## src/rtl/video_wb_arbiter.sv

```systemverilog
// -----------------------------------------------------------------------------
// video_wb_arbiter
//
// Purpose:
//   Shares the single Wishbone RAM master port between two video masters:
//   m0 = video_in frame writer, m1 = video_out frame reader.
//   - Arbitration is round-robin, decided once per bus cycle (CYC).
//   - LOCK lets the current owner keep the grant across gaps in CYC.
//   - The block sits between the video DMA engines and the RAM/interconnect
//     slave port.
//
// Optional feature (macro WB_ARB_WATCHDOG_EN):
//   When defined, a stall watchdog aborts an owner whose strobe goes
//   TIMEOUT_CYCLES cycles without an ACK. It pulses m_ERR_O[owner], masks the
//   slave CYC/STB for that cycle and returns the arbiter to IDLE.
//   When undefined, m_ERR_O is tied low and a hung slave holds the owner
//   forever.
//
// Parameters:
//   ADR_W          address width
//   DAT_W          data width
//   TIMEOUT_CYCLES watchdog stall limit (watchdog build only, clamped to 8 bits)
//
// Ports:
//   clk, nRST                 clock (rising edge) and async active-low reset
//   m_CYC_I/STB_I/LOCK_I/WE_I per-master control, bit i = master i
//   m_SEL_I                   per-master byte select, [4i+3:4i]
//   m_ADR_I, m_DAT_I          per-master address / write data, [W*i +: W]
//   m_ACK_O, m_ERR_O          per-master ACK / watchdog abort, owner only
//   m_DAT_O                   read data broadcast (qualified by m_ACK_O)
//   p_wb_*_O                  slave-side request signals of the current owner
//   p_wb_DAT_I, p_wb_ACK_I    slave read data and acknowledge
//   grant                     one-hot current owner, 2'b00 when idle
// -----------------------------------------------------------------------------
module video_wb_arbiter #(
    parameter int ADR_W = 32,
    parameter int DAT_W = 32
`ifdef WB_ARB_WATCHDOG_EN
    ,
    parameter int TIMEOUT_CYCLES = 255
`endif
) (
    input  logic               clk,
    input  logic               nRST,
    input  logic [1:0]         m_CYC_I,
    input  logic [1:0]         m_STB_I,
    input  logic [1:0]         m_LOCK_I,
    input  logic [1:0]         m_WE_I,
    input  logic [7:0]         m_SEL_I,
    input  logic [2*ADR_W-1:0] m_ADR_I,
    input  logic [2*DAT_W-1:0] m_DAT_I,
    output logic [1:0]         m_ACK_O,
    output logic [1:0]         m_ERR_O,
    output logic [DAT_W-1:0]   m_DAT_O,
    output logic               p_wb_CYC_O,
    output logic               p_wb_STB_O,
    output logic               p_wb_LOCK_O,
    output logic               p_wb_WE_O,
    output logic [3:0]         p_wb_SEL_O,
    output logic [ADR_W-1:0]   p_wb_ADR_O,
    output logic [DAT_W-1:0]   p_wb_DAT_O,
    input  logic [DAT_W-1:0]   p_wb_DAT_I,
    input  logic               p_wb_ACK_I,
    output logic [1:0]         grant
);

    typedef enum logic [1:0] {
        ST_IDLE = 2'd0,
        ST_OWN0 = 2'd1,
        ST_OWN1 = 2'd2
    } state_t;

    state_t state_q, state_d;
    logic   last_q, last_d;     // index of the most recent owner

    logic   own_active;         // some master currently owns the slave port
    logic   owner_idx;          // which master, valid when own_active
    logic   timeout;            // watchdog abort this cycle

    // Per-master views of the packed input buses
    logic [3:0]       sel_arr [2];
    logic [ADR_W-1:0] adr_arr [2];
    logic [DAT_W-1:0] dat_arr [2];

    genvar gi;
    generate
        for (gi = 0; gi < 2; gi++) begin : g_unpack
            assign sel_arr[gi] = m_SEL_I[4*gi +: 4];
            assign adr_arr[gi] = m_ADR_I[ADR_W*gi +: ADR_W];
            assign dat_arr[gi] = m_DAT_I[DAT_W*gi +: DAT_W];
        end
    endgenerate

    assign own_active = (state_q == ST_OWN0) || (state_q == ST_OWN1);
    assign owner_idx  = (state_q == ST_OWN1);

    // Read data is broadcast; only the owner sees an ACK qualifying it.
    assign m_DAT_O = p_wb_DAT_I;

    // -------------------------------------------------------------------------
    // State register
    // -------------------------------------------------------------------------
    always_ff @(posedge clk or negedge nRST) begin
        if (!nRST) begin
            state_q <= ST_IDLE;
            last_q  <= 1'b1;    // m0 wins the first tie after reset
        end else begin
            state_q <= state_d;
            last_q  <= last_d;
        end
    end

    // -------------------------------------------------------------------------
    // Next-state logic
    // -------------------------------------------------------------------------
    always_comb begin
        state_d = state_q;
        last_d  = last_q;
        case (state_q)
            ST_IDLE: begin
                if (m_CYC_I == 2'b11) begin
                    // Tie: the master that did not own the bus last wins.
                    if (last_q) begin
                        state_d = ST_OWN0;
                        last_d  = 1'b0;
                    end else begin
                        state_d = ST_OWN1;
                        last_d  = 1'b1;
                    end
                end else if (m_CYC_I[0]) begin
                    state_d = ST_OWN0;
                    last_d  = 1'b0;
                end else if (m_CYC_I[1]) begin
                    state_d = ST_OWN1;
                    last_d  = 1'b1;
                end
            end
            ST_OWN0, ST_OWN1: begin
                // Always pass through IDLE between owners; a watchdog abort
                // releases even a locked owner.
                if (timeout || (!m_CYC_I[owner_idx] && !m_LOCK_I[owner_idx])) begin
                    state_d = ST_IDLE;
                end
            end
            default: state_d = ST_IDLE;
        endcase
    end

    // -------------------------------------------------------------------------
    // Output mux: the owner's request goes straight through to the slave
    // -------------------------------------------------------------------------
    always_comb begin
        p_wb_CYC_O  = 1'b0;
        p_wb_STB_O  = 1'b0;
        p_wb_LOCK_O = 1'b0;
        p_wb_WE_O   = 1'b0;
        p_wb_SEL_O  = 4'h0;
        p_wb_ADR_O  = '0;
        p_wb_DAT_O  = '0;
        m_ACK_O     = 2'b00;
        m_ERR_O     = 2'b00;
        grant       = 2'b00;
        if (own_active) begin
            // A locked owner with CYC low keeps the grant but shows CYC=0.
            p_wb_CYC_O           = m_CYC_I[owner_idx] & ~timeout;
            p_wb_STB_O           = m_STB_I[owner_idx] & ~timeout;
            p_wb_LOCK_O          = m_LOCK_I[owner_idx];
            p_wb_WE_O            = m_WE_I[owner_idx];
            p_wb_SEL_O           = sel_arr[owner_idx];
            p_wb_ADR_O           = adr_arr[owner_idx];
            p_wb_DAT_O           = dat_arr[owner_idx];
            m_ACK_O[owner_idx]   = p_wb_ACK_I;
            m_ERR_O[owner_idx]   = timeout;
            grant[owner_idx]     = 1'b1;
        end
    end

    // -------------------------------------------------------------------------
    // Stall watchdog
    // -------------------------------------------------------------------------
`ifdef WB_ARB_WATCHDOG_EN
    localparam logic [7:0] TMO_C = (TIMEOUT_CYCLES > 255) ? 8'd255 : 8'(TIMEOUT_CYCLES);

    logic [7:0] wdog_q, wdog_d;
    logic       stalled;

    // Uses the raw owner strobe: the masked p_wb_STB_O depends on timeout.
    assign stalled = own_active & m_STB_I[owner_idx] & ~p_wb_ACK_I;
    // Fires on the cycle whose stall brings the count up to the limit.
    assign timeout = stalled && (({1'b0, wdog_q} + 9'd1) == {1'b0, TMO_C});

    always_comb begin
        wdog_d = wdog_q;
        if (!own_active || p_wb_ACK_I || timeout) begin
            wdog_d = 8'd0;
        end else if (stalled) begin
            wdog_d = wdog_q + 8'd1;
        end
    end

    always_ff @(posedge clk or negedge nRST) begin
        if (!nRST) begin
            wdog_q <= 8'd0;
        end else begin
            wdog_q <= wdog_d;
        end
    end
`else
    assign timeout = 1'b0;
`endif

endmodule
```

## config.mk

```make
export PLATFORM = sky130hd
export DESIGN_NAME = video_wb_arbiter
export DESIGN_NICKNAME = d
export VERILOG_FILES = /design/src/rtl/video_wb_arbiter.sv
export SDC_FILE = /design/constraint.sdc
export NUM_CORES = 1
export LEC_CHECK = 0
export CAP_MARGIN = 20
export CORE_AREA = 2 2 113 115
export DETAILED_ROUTE_END_ITERATION = 8
export DIE_AREA = 0 0 115 117
export GPL_ROUTABILITY_DRIVEN = 0
export SETUP_SLACK_MARGIN = 0.1
export SLEW_MARGIN = 10
export SYNTH_ARGS = -nofsm -noshare
export SYNTH_HDL_FRONTEND = slang
export SYNTH_SLANG_ARGS = --single-unit
```

## constraint.sdc

```tcl
create_clock -name clk -period 1.94 [get_ports clk]
set_clock_uncertainty 0.05 [all_clocks]
set_input_delay 0.388 -clock clk [delete_from_list [all_inputs] [get_ports clk]]
set_output_delay 0.388 -clock clk [all_outputs]
set_load 0.01 [all_outputs]
```

Word level (Yosys, flattened, before mapping)
Cells that the tools add are included.
{"block": "word_totals", "ff_bits": 3, "in_bits": 179, "out_inout_bits": 110, "elab_cells": 60}
{"block": "op_classes", "order_cmp": 3, "n_eq_ne": 5, "mux": 38, "n_bitwise": 2, "reduce_logical": 10}
{"op": "32-bit 2-to-1 mux", "count": 8}
{"op": "1-bit 2-to-1 mux", "count": 17}
{"op": "4-bit 2-to-1 mux", "count": 4}
{"op": "2-bit 2-to-1 mux", "count": 7}
{"op": "2-bit equality test, second input constant", "count": 2}
{"op": "4-bit inequality test, second input constant", "count": 1}
{"op": "2-bit case mux with 2 select lines", "count": 1}
{"op": "2-bit AND reduction", "count": 2}
{"op": "3-bit nonzero test", "count": 1}
{"op": "2-bit AND", "count": 1}
{"op": "2-bit by 1-bit equality test with 1-bit output, second input constant", "count": 1}
{"op": "2-bit >= comparator, second input constant", "count": 1}
{"op": "1-bit logical AND", "count": 2}
{"op": "1-bit logical NOT", "count": 2}
{"op": "2-bit logical NOT", "count": 1}
{"op": "1-bit by 2-bit < comparator with 1-bit output, second input constant", "count": 1}
{"op": "2-bit inequality test, second input constant", "count": 1}
{"op": "1-bit NOT with 2-bit output", "count": 1}
{"op": "2-bit OR reduction", "count": 1}
{"op": "1-bit demux with 1-bit select", "count": 1}
{"op": "1-bit >= comparator, second input constant", "count": 1}
{"op": "1-bit logical OR", "count": 1}

Depth between registers and ports, before layout
Gate-level depths: netlist of the first run.
{"block": "logic_depth", "depth_word": 7, "ltp_mapped": 6, "ltp_nobuf": 5}

Worst setup path after synthesis of the first run
Ideal clock, no wire load.
{"block": "synth_timing", "path_kind": "reg2out", "from": "register state_q[0]", "to": "output p_wb_ADR_O[0]", "t_arrival_ns": 1.483, "required_time_ns": 1.502, "setup_slack_ns": 0.019, "path_stages_with_launch": 6, "path_buffers": 2, "path_cell_list": "dfrtp_1 inv_1 ha_1 clkbuf_1 clkbuf_1 nor2b_1"}
{"block": "synth_between", "elab_chain_cells": 6, "word_cells_on_any_way": 8, "classes_between": "eq/ne (2); mux (4); bitwise (1); reduce/logical (1)"}
{"element": "start, declared", "line_no": "73", "source": "state_t state_q, state_d;"}
{"element": "start signal, assigned", "line_no": "108", "source": "state_q <= state_d;"}
{"element": "2-bit equality test", "line_no": "94, 95"}
{"element": "1-bit NOT with 2-bit output (not written as such)", "line_no": "170", "source": "p_wb_ADR_O = adr_arr[owner_idx];"}
{"element": "32-bit 2-to-1 mux (not written as such) (3 in series)", "line_no": "170"}
{"element": "32-bit 2-to-1 mux (*)", "line_no": "163", "source": "if (own_active) begin"}
{"element": "end, declared", "line_no": "60", "source": "output logic [ADR_W-1:0] p_wb_ADR_O,"}
Mark *: on every way between the ends. The rest lies on a longest branch, timed or not. The select of a mux whose other input is x is not followed.

Worst setup path after layout of the first run
{"block": "layout_timing", "from": "register state_q[1]", "to": "output p_wb_DAT_O[8]"}
{"block": "layout_between", "elab_chain_cells": 6, "word_cells_on_any_way": 8, "classes_between": "eq/ne (2); mux (4); bitwise (1); reduce/logical (1)"}
{"element": "2-bit equality test", "line_no": "94, 95"}
{"element": "1-bit NOT with 2-bit output (not written as such)", "line_no": "171", "source": "p_wb_DAT_O = dat_arr[owner_idx];"}
{"element": "32-bit 2-to-1 mux (not written as such) (3 in series)", "line_no": "171"}
{"element": "32-bit 2-to-1 mux (*)", "line_no": "163"}
{"element": "end, declared", "line_no": "61", "source": "output logic [DAT_W-1:0] p_wb_DAT_O,"}
Marked as above.

==> impl_metrics.py, run 1 <==
metrics = {
    "setup_path": {
        "slowest_delay_ns": 0.39,
        "reg2reg_to": "state_q[0]",
        "critical_path.n_buffers_inverters": 4,
        "r2r_cells": 7,
        "critical_path.cell_chain": "buf_6 -> ha_4 -> buf_12 -> buf_16 -> mux2i_4 -> nor2b_1 -> buf_2",
        "critical_path_peak_fanout": 6,
        "start_kind": "flip-flop",
        "timing.setup.critical_path_class": "reg2out",
        "critical_path.endpoint_type": "output pin",
        "crit_required_ns": 1.50,
        "worst-endpoint-arrival_ns": 1.68,
        "r2r_slack_ns": 0.10,
        "critical-path-slowest-cell": "dfrtp_1",
        "dominant_delay_contributor_by_cell_family_on_the_critical_path": "buffers and inverters",
        "crit-reg2reg-launch": "state_q[0]",
    },
    "grt": {
        "grt_use_total_pct": 11.83,
        "grt-ovfl-total": 0,
        "initial_antenna_violation_count": 0,
        "pin_count_of_the_biggest_net_entering_global_routing": 28,
        "grt_pass1_wl_um": 12390,
        "grt_pass1_vias": 2384,
    },
    "floorplanning": {
        "core_area_um2": 12310,
        "floorplan.initialDensity_pct": 14.22,
        "die_area_um2": 13460,
        "die_w_um": 115,
        "height_of_the_die_um": 117,
        "num_rows": 41,
        "boundaryPins": 289,
    },
    "route": {
        "antenna_left": 0,
        "vias": 2374,
        "drt_pre_antenna_iters": 4,
        "avgViaCountPerCell": 4.024,
        "detailedRoute.firstIterationViolations": 26,
        "route.detailed.drc": 0,
        "wl_um": 9002,
        "avgRoutedWirePerCell_um": 15.26,
    },
    "sta": {
        "max_slew_violation_total_from_the_final_report": 0,
        "fmaxAchievable_ghz": 0.4723,
        "final_report_hold_violation_count": 0,
        "min_period_over_period_pct": 109.1,
        "worst_slack_ns": -0.1773,
        "finalSetupViolations": 74,
        "setup_tns_ns": -8.708,
        "post-route-min-period_ns": 2.117,
        "grt_setup_unrepaired": "true",
    },
    "placement": {
        "place_hpwl_um": 6528,
        "place.port_buffers": 222,
        "dpl_worst_slack_ns": -0.3322,
    },
    "cells_and_area": {
        "num-nets-final": 624,
        "multiInputGateArea_um2": 1496,
        "layout.cells.most_common_list": "clkdlybuf4s50_1, buf_2, nor2b_1, mux2i_1, buf_4",
        "sequential_cell_area_um2": 76.32,
        "num-fill-cells": 1271,
        "share_of_post_route_cells_with_drive_strength_above_1_pct": 32.95,
        "layout-area-overhead-vs-synth_pct": 147.0,
        "layout.cells.most_common": "clkdlybuf4s50_1",
        "num_antenna_cells": 0,
    },
    "cts": {
        "clockRootBuffer": "clkbuf_16",
        "clockBufferDepth": 2,
        "cts_htree_levels": 1,
        "clock_sinks": 3,
        "tritoncts": "yes",
        "numCtsBuffers": 3,
        "clkSlewWorstSetupHoldPaths_ns": 0.03,
        "insertion_delay_ns": 0.22,
    },
    "power": {
        "ir_drop_v": 0.0003938,
        "power.density_cell_area_nw_per_um2": 1275,
        "power.leakage_nw": 1.831,
    },
    "synth": {
        "synth_simple_gate_area_share_pct": 28.73,
        "ys_types": 21,
        "postSynthRegisterBits": 3,
        "yosysSeqAreaShare_pct": 4.360,
        "synth_top_family_by_area": "multiplexers",
        "mappedNetlistArea_um2": 1750,
        "synthAdderAreaFrac_pct": 2.859,
        "post_synth_xor_area_fraction_pct": 0,
        "synthMuxAreaShare_pct": 41.53,
        "netlist_instances": 222,
        "syn_avg_cell_area_um2": 7.885,
        "yosysWarnings": 0,
        "synth_compound_gate_area_share_pct": 3.074,
    },
    "run_status": {
        "run_status": "finished, violations left",
        "violations_in_the_final_reports": "setup timing",
    },
    "min_path": {
        "hold_class": "in2async",
    },
    "job": {
        "max-cap-violations": 0,
    },
}
## stage by stage
step	hold WS (ns)	area [µm²]	power, W	cells	util, %
global route	0.3103	4323	0.005882	590	35.11
floorplan	0.04241	1755	0.002291	223	-
finish	0.3016	4323	0.005513	590	35.11
global placement	0.4752	4046	0.004623	564	32.87
detailed placement	0.4878	4046	0.004676	564	32.87
CTS	0.3057	4277	0.005587	587	34.74
## kinds of logic (layout without fill, tap and decap cells)
group,after synthesis,in the layout
simple gates,81,81
other cells,1,2
mux,72,72
compound gates,8,8
flops,3,3
fa+ha+maj,4,4
buf+inv,53,270
## synthesized netlist by cell type (all sizes together)
cell type  instances  share of area, %
inv                3              0.64
nor2               1              0.21
clkbuf             8               1.7
mux2               2               1.5
o211ai             3               1.3
dfrtp              2               2.9
nand3              3              0.86
dfstp              1               1.5
o21a               1              0.43
a21oi              1              0.29
nand2              2              0.43
buf               42                17
nor4bb             2               1.1
ha                 4               2.9
mux2i             70                40
and2               3               1.1
nor2b             70                25
conb               1              0.21
a31oi              3               1.1
## worst max path at each step
| stage | from | to | cells after the start |
|---|---|---|---|
| final | state_q[1] | p_wb_DAT_O[8] | 7 |
| after global routing | state_q[0] | p_wb_ADR_O[26] | 7 |
| after detailed placement | state_q[0] | p_wb_DAT_O[8] | 6 |
| after CTS | state_q[0] | p_wb_DAT_O[8] | 7 |
| after floorplan | state_q[0] | p_wb_ADR_O[0] | 6 |
| after global placement | state_q[0] | p_wb_DAT_O[8] | 6 |
## power breakdown
group,total [W],internal (W),switching (W),leakage (nW)
Sequential,0.000121,0.0000997,0.0000216,0.0362
Clock,0.000324,0.000271,0.0000527,0.0382
Combinational,0.00507,0.00290,0.00217,1.76
## layout make-up
class                      instances  area share, %
inverter                           3         0.2605
sequential                         3          1.766
tap                              150          4.342
clock buffer                       4          1.823
timing repair buffer             263          57.19
multi-input combinational        167          34.62
## state kept, by name, indices dropped and copies added (netlist names)
name and count:
last_q 1, state_q 2
## worst reg2reg max path: cells and delay by family (launching register included)
family | cells | cell delay [ns]
adder cells (fa/ha/maj) | 1 | 0.24
buffers and inverters | 3 | 0.40
multiplexers | 1 | 0.30
AO/OA/AOI/OAI | 2 | 0.38
flip-flops | 1 | 0.38
## metal layers
metal | wire length (µm) | track usage [%] | up-vias
met5 | 0 | 0 | -
met4 | 186 | 3.534 | 0
met3 | 834 | 2.472 | 18
met2 | 4758 | 23.37 | 146
met1 | 3223 | 12.53 | 1062
li1 | - | - | 1148
## what timing repair did
item | CTS | global route
setup endpoints to repair | 76 | 77
hold buffers | 0 | 0
gates cloned | 8 | 0
pin swaps | 6 | 4
gates resized for setup | 352 | 10
buffers inserted | 15 | 4
(Power assumes the default switching activity.)
==> run 2: changes to the inputs <==
- CAP_MARGIN: 20 -> not set
- SLEW_MARGIN: 10 -> not set
==> results of run 2 <==
Same layout as run 1: the final DEF is identical, and so are final timing and power.
